==> src/rtl/vec_mem_seq.sv <==
// Vector load/store sequencer: moves up to LANES elements between a flat vector bus and word memory.
// Latency N+1 (store) / N+2 (load) from Start to Done; Start is ignored while Busy, no other backpressure.
module vec_mem_seq #(
  parameter int WIDTH = 16,
  parameter int LANES = 16,
  parameter int AW    = 16,
  parameter int LW    = 5
) (
  input  logic                   Clk,
  input  logic                   Reset_n,
  input  logic                   Start,
  input  logic                   Op,
  input  logic [AW-1:0]          Base,
  input  logic [AW-1:0]          Stride,
  input  logic [LW-1:0]          Len,
  input  logic [WIDTH*LANES-1:0] VecIn,
  output logic [WIDTH*LANES-1:0] VecOut,
  output logic                   Busy,
  output logic                   Done,
  output logic [AW-1:0]          Addr,
  output logic                   RD,
  output logic                   WR,
  output logic [WIDTH-1:0]       DataOut,
  input  logic [WIDTH-1:0]       DataIn
);

  typedef enum logic [1:0] {IDLE, RUN, DRAIN, DONE} state_t;

  localparam logic [LW-1:0] LANES_W = LW'(LANES);

  state_t                 state, state_nxt;
  logic [LW-1:0]          len_n, n_q, cnt, rd_idx, cap_idx;
  logic                   op_q, cap_vld, accept, more;
  logic [AW-1:0]          stride_q;
  logic [WIDTH*LANES-1:0] shadow;

  assign len_n  = (Len > LANES_W) ? LANES_W : Len;
  assign accept = Start && (state == IDLE || state == DONE);
  assign more   = (state == RUN) && (cnt != n_q);

  always_ff @(posedge Clk) begin
    if (!Reset_n) state <= IDLE;
    else          state <= state_nxt;
  end

  always_comb begin
    state_nxt = state;
    case (state)
      IDLE, DONE: begin
        if (Start)             state_nxt = (len_n == '0) ? DONE : RUN;
        else                   state_nxt = IDLE;
      end
      RUN:   if (cnt == n_q)   state_nxt = op_q ? DONE : DRAIN;
      DRAIN:                   state_nxt = DONE;
      default:                 state_nxt = IDLE;
    endcase
  end

  always_comb begin
    Busy = (state == RUN) || (state == DRAIN);
    Done = (state == DONE);
  end

  // Read data arrives one cycle after RD, so the lane index rides a one-stage pipe to meet it.
  always_ff @(posedge Clk) begin
    if (!Reset_n) begin
      VecOut   <= '0;
      Addr     <= '0;
      RD       <= 1'b0;
      WR       <= 1'b0;
      DataOut  <= '0;
      cnt      <= '0;
      n_q      <= '0;
      op_q     <= 1'b0;
      stride_q <= '0;
      shadow   <= '0;
      rd_idx   <= '0;
      cap_idx  <= '0;
      cap_vld  <= 1'b0;
    end else begin
      RD      <= 1'b0;
      WR      <= 1'b0;
      cap_vld <= RD;
      cap_idx <= rd_idx;
      if (cap_vld) VecOut[int'(cap_idx)*WIDTH +: WIDTH] <= DataIn;

      if (accept) begin
        op_q     <= Op;
        stride_q <= Stride;
        n_q      <= len_n;
        cnt      <= '0;
        if (Op)  shadow <= VecIn;
        else     VecOut <= '0;
        if (len_n != '0) begin
          Addr   <= Base;
          RD     <= !Op;
          WR     <= Op;
          rd_idx <= '0;
          cnt    <= LW'(1);
          if (Op) DataOut <= VecIn[WIDTH-1:0];
        end
      end else if (more) begin
        // Address accumulates by Stride each element and wraps modulo 2^AW.
        Addr   <= Addr + stride_q;
        RD     <= !op_q;
        WR     <= op_q;
        rd_idx <= cnt;
        cnt    <= cnt + LW'(1);
        if (op_q) DataOut <= shadow[int'(cnt)*WIDTH +: WIDTH];
      end
    end
  end

endmodule

==> config.mk <==
export PLATFORM = sky130hd
export DESIGN_NAME = vec_mem_seq
export DESIGN_NICKNAME = d
export VERILOG_FILES = /design/src/rtl/vec_mem_seq.sv
export SDC_FILE = /design/constraint.sdc
export NUM_CORES = 1
export LEC_CHECK = 0
export CORE_AREA = 2 2 238 240
export DETAILED_ROUTE_END_ITERATION = 10
export DIE_AREA = 0 0 240 242
export PLACE_DENSITY = 0.7
export SLEW_MARGIN = 10
export SYNTH_ARGS = -nofsm -noshare
export SYNTH_HDL_FRONTEND = slang
export SYNTH_SLANG_ARGS = --single-unit
export TNS_END_PERCENT = 1
==> constraint.sdc <==
create_clock -name Clk -period 2.72 [get_ports Clk]
set_clock_uncertainty 0.05 [all_clocks]
set_input_delay 0.544 -clock Clk [delete_from_list [all_inputs] [get_ports Clk]]
set_output_delay 0.544 -clock Clk [all_outputs]
set_load 0.01 [all_outputs]
==> impl_metrics.py <==
metrics = {
    "clocking": {
        "cts-hold-fix-buffers": 0,
        "clock_sink_count": 586,
        "cts.root.buffer_cell": "sky130_fd_sc_hd__clkbuf_16",
        "cts_htree_levels": 2,
        "cts_made_buffers": 60,
        "cts.repair_timing.setup_buffer_count": 0,
        "clock_slew_at_reported_path_ffs_ns": 0.06,
        "cts_tree": "built",
        "clk_latency_ns": 0.64,
        "clock_path_buffers": 3,
    },
    "finish": {
        "fin_nets": 3666,
        "layout-area-overhead-vs-synth_pct": 37.6,
        "final_cell_area_um2": 33000,
        "final_layout_size_suffix_gt1_share_pct": 9.22,
    },
    "place": {
        "dpl-instance-area_um2": 30900,
        "place.gp.congestion": 0.895,
        "detailed_place_hpwl_um": 64200,
        "detailedPlace.worstSlack_ns": -0.0547,
        "placement.io_buffers": 604,
    },
    "setup_path": {
        "crit_path_start": "cap_idx[0]",
        "r2r_slack_ns": 0.08,
        "setup.worst_path.start_class": "flip-flop",
        "ff2ff_path_depth": 8,
        "worstSetupEndpointType": "flip-flop",
        "worst_path_max_delay_cell": "sky130_fd_sc_hd__or4_1",
        "timing.critical_path.cells": "inv_1, ha_1, nand2_1, inv_1, ha_1, or4_1, nand2_1, a21oi_1",
        "path_class": "reg2reg",
        "reg2reg_from": "cap_idx[0]",
        "critical_path_required_ns": 3.18,
        "cp_slowest_stage_delay_ns": 0.88,
        "worstReg2RegEnd": "VecOut[7]",
        "crit_fanout": 16,
        "cp.arrival_ns": 3.10,
    },
    "timing": {
        "report.final.hold_viol_count": 0,
        "max_freq_mhz": 378,
        "relSlewSlack_pct": 50.9,
        "layout_worst_path_cycle_share_pct": 97.2,
        "layout_setup_ws_ns": 0.0759,
        "fin_hold_ws_ns": 0.305,
        "unrepaired_setup_endpoints_after_global_routing": "true",
        "tightestPinTransition_ns": 0.736,
        "setup-tns-final_ns": 0,
        "setup_viol_count_final": 0,
        "post_layout_minimum_cycle_time_ns": 2.64,
        "maxSlewViolCount": 0,
    },
    "die": {
        "fp-row-count": 87,
        "die-height_um": 242,
        "total_die_area_um2": 58100,
        "design.portCount": 605,
        "die_x_um": 240,
        "core_um2": 55700,
        "effective_utilization_at_floorplan_pct": 43.1,
    },
    "pwr": {
        "design_power_total_w": 0.0234,
        "power.density_nw_per_um2": 709,
        "power.ir.vdd_worst_mv": 0.578,
        "leakagePower_nw": 11.9,
    },
    "synth": {
        "async_flop_share_pct": 0,
        "ys_types": 72,
        "postSynthNetCount": 3153,
        "synth_sequential_area_ratio_pct": 48.8,
        "top_reg_cell_synth": "sky130_fd_sc_hd__dfxtp_1",
        "post_synth.cell_area_avg_um2": 8.52,
        "yosys_register_bits": 586,
        "yosysWarnings": 0,
        "netlist_instances": 2818,
        "synth-edff-count": 0,
        "syn-cell-area_um2": 24000,
    },
    "detailed_routing": {
        "drt_iter0_markers": 1695,
        "number_of_vias_after_detailed_routing": 22600,
        "vias_per_cell": 5.46,
        "drt-wirelength-per-cell_um": 21.1,
        "drtPass1Iterations": 8,
        "drc_errors": 0,
        "ant_nets": 0,
        "wl_um": 87300,
    },
    "min_path": {
        "worst_hold_startpoint": "Reset_n",
        "hp-class": "in2reg",
        "min_delay_worst_endpoint": "cap_vld",
        "min_delay_path_depth": 2,
    },
    "grt": {
        "first_global_vias": 21800,
        "first_pass_grt_wire_length_um": 130000,
        "antenna_violations_before_repair": 17,
        "globalRouteOverflowTotal": 0,
        "gr-usage-all-layers_pct": 29.0,
        "maximum_number_of_pins_on_one_net_before_global_route_repair": 124,
    },
    "run_status": {
        "status": "complete, no violations",
    },
    "run": {
        "max-cap-violations": 0,
    },
}
where the power goes:
part           switching (W)  internal (W)  total (W)
Sequential          0.000436       0.00925    0.00968
Clock                0.00360       0.00504    0.00864
Combinational        0.00290       0.00220    0.00510
Total                0.00694        0.0165     0.0234
registers in the layout, indices dropped and copies added, names as in the netlist:
name,flops
VecOut,256
op_q,1
cnt,5
n_q,5
stride_q,16
Addr,16
DataOut,16
WR,1
cap_vld,1
shadow,256
cap_idx,5
rd_idx,5
RD,1
state,2
final cells by class:
cell class                      instances  area [um2]
Tap cell                              756         946
Timing Repair Buffer                  693        6930
Antenna cell                            9        22.5
Multi-Input combinational cell       1974       11300
Inverter                               16        67.6
Clock inverter                         29         395
Fill cell                            4813       22700
Sequential cell                       586       11700
Clock buffer                           76        1680
per-stage QoR:
stage               instances  utilization [%]
detailed placement       4025             55.5
CTS                      4130             59.2
global placement         4025             55.5
global route             4138             59.3
floorplan                2818                -
finish                   4139             59.3
worst max-delay path by stage:
stage / end / cells past startpoint
after global routing: VecOut[240] / 11
after floorplan: VecOut[70] / 13
after global placement: Addr[12] / 8
after detailed placement: Addr[12] / 8
final: VecOut[7] / 8
after CTS: VecOut[193] / 10
routing by layer:
metal  vias up  routed length [um]  global-route usage [%]  share of wire, %
li1      10600                   -                       -                 -
met1     10800               33000                    34.5                38
met2      1006               42600                    49.6                49
met3       209                7690                    6.93               8.8
met4        18                3860                    12.9               4.4
met5         -                 122                       0              0.14
placed cells by master, fill, tap and decap left out, types with 6 or more instances in the layout:
master                            instances
sky130_fd_sc_hd__nand2_1                772
sky130_fd_sc_hd__clkdlybuf4s50_1        602
sky130_fd_sc_hd__dfxtp_1                582
sky130_fd_sc_hd__a21oi_1                509
sky130_fd_sc_hd__nand3_1                205
sky130_fd_sc_hd__nor2_1                  95
sky130_fd_sc_hd__mux4_2                  77
sky130_fd_sc_hd__buf_4                   71
sky130_fd_sc_hd__mux2i_1                 67
sky130_fd_sc_hd__clkbuf_16               60
sky130_fd_sc_hd__and2_1                  33
sky130_fd_sc_hd__o21ai_0                 21
sky130_fd_sc_hd__ha_1                    21
sky130_fd_sc_hd__buf_12                  18
sky130_fd_sc_hd__a22oi_1                 17
sky130_fd_sc_hd__inv_1                   15
sky130_fd_sc_hd__nor3_1                  12
sky130_fd_sc_hd__clkbuf_8                12
sky130_fd_sc_hd__clkinv_2                11
sky130_fd_sc_hd__xor2_1                  10
sky130_fd_sc_hd__diode_2                  9
sky130_fd_sc_hd__nand2_2                  8
sky130_fd_sc_hd__o21ai_1                  8
sky130_fd_sc_hd__xnor2_1                  7
sky130_fd_sc_hd__and3_1                   7
sky130_fd_sc_hd__bufinv_16                7
sky130_fd_sc_hd__a211oi_1                 6
what timing repair did:
| action | in CTS | in global routing |
|---|---|---|
| setup endpoints to repair | 15 | 203 |
| endpoints found under the hold margin | 0 | 0 |
| gates resized for setup | 2 | 16 |
worst max-delay path: cells and delay by family, from the launching register on:
kind	cells	cell delay [ns]
AO/OA/AOI/OAI	1	0.10
adder cells (fa/ha/maj)	2	0.59
buffers and inverters	2	0.17
flip-flops	1	0.34
AND/OR/NAND/NOR	3	1.26
Yosys cell counts, types with 4 or more instances:
library cell | instances | share of area [%]
sky130_fd_sc_hd__a211oi_1 | 6 | 0.19
sky130_fd_sc_hd__a21o_1 | 4 | 0.13
sky130_fd_sc_hd__a21oi_1 | 509 | 11
sky130_fd_sc_hd__a221oi_1 | 4 | 0.15
sky130_fd_sc_hd__a22oi_1 | 17 | 0.53
sky130_fd_sc_hd__and2_1 | 36 | 0.94
sky130_fd_sc_hd__and3_1 | 9 | 0.23
sky130_fd_sc_hd__buf_1 | 43 | 0.67
sky130_fd_sc_hd__buf_2 | 37 | 0.77
sky130_fd_sc_hd__buf_4 | 7 | 0.22
sky130_fd_sc_hd__clkbuf_1 | 150 | 2.3
sky130_fd_sc_hd__dfxtp_1 | 586 | 49
sky130_fd_sc_hd__ha_1 | 21 | 1.1
sky130_fd_sc_hd__inv_1 | 16 | 0.25
sky130_fd_sc_hd__mux2i_1 | 67 | 2.8
sky130_fd_sc_hd__mux4_2 | 77 | 7.2
sky130_fd_sc_hd__nand2_1 | 781 | 12
sky130_fd_sc_hd__nand2_4 | 4 | 0.19
sky130_fd_sc_hd__nand3_1 | 206 | 4.3
sky130_fd_sc_hd__nor2_1 | 96 | 1.5
sky130_fd_sc_hd__nor2b_1 | 5 | 0.13
sky130_fd_sc_hd__nor3_1 | 13 | 0.27
sky130_fd_sc_hd__o211ai_1 | 4 | 0.13
sky130_fd_sc_hd__o21ai_0 | 21 | 0.44
sky130_fd_sc_hd__o21ai_1 | 9 | 0.19
sky130_fd_sc_hd__or3_1 | 5 | 0.13
sky130_fd_sc_hd__xnor2_1 | 7 | 0.26
sky130_fd_sc_hd__xor2_1 | 10 | 0.36
logic make-up after synthesis:
logic type	Yosys count	synth area share [%]
simple gates	1186	21.0
compound gates	600	13.3
flops	586	48.8
buf+inv	258	4.60
mux	149	10.4
fa+ha+maj	22	1.18
xor+xnor	17	0.620
Power figures use the tool's default switching activity.
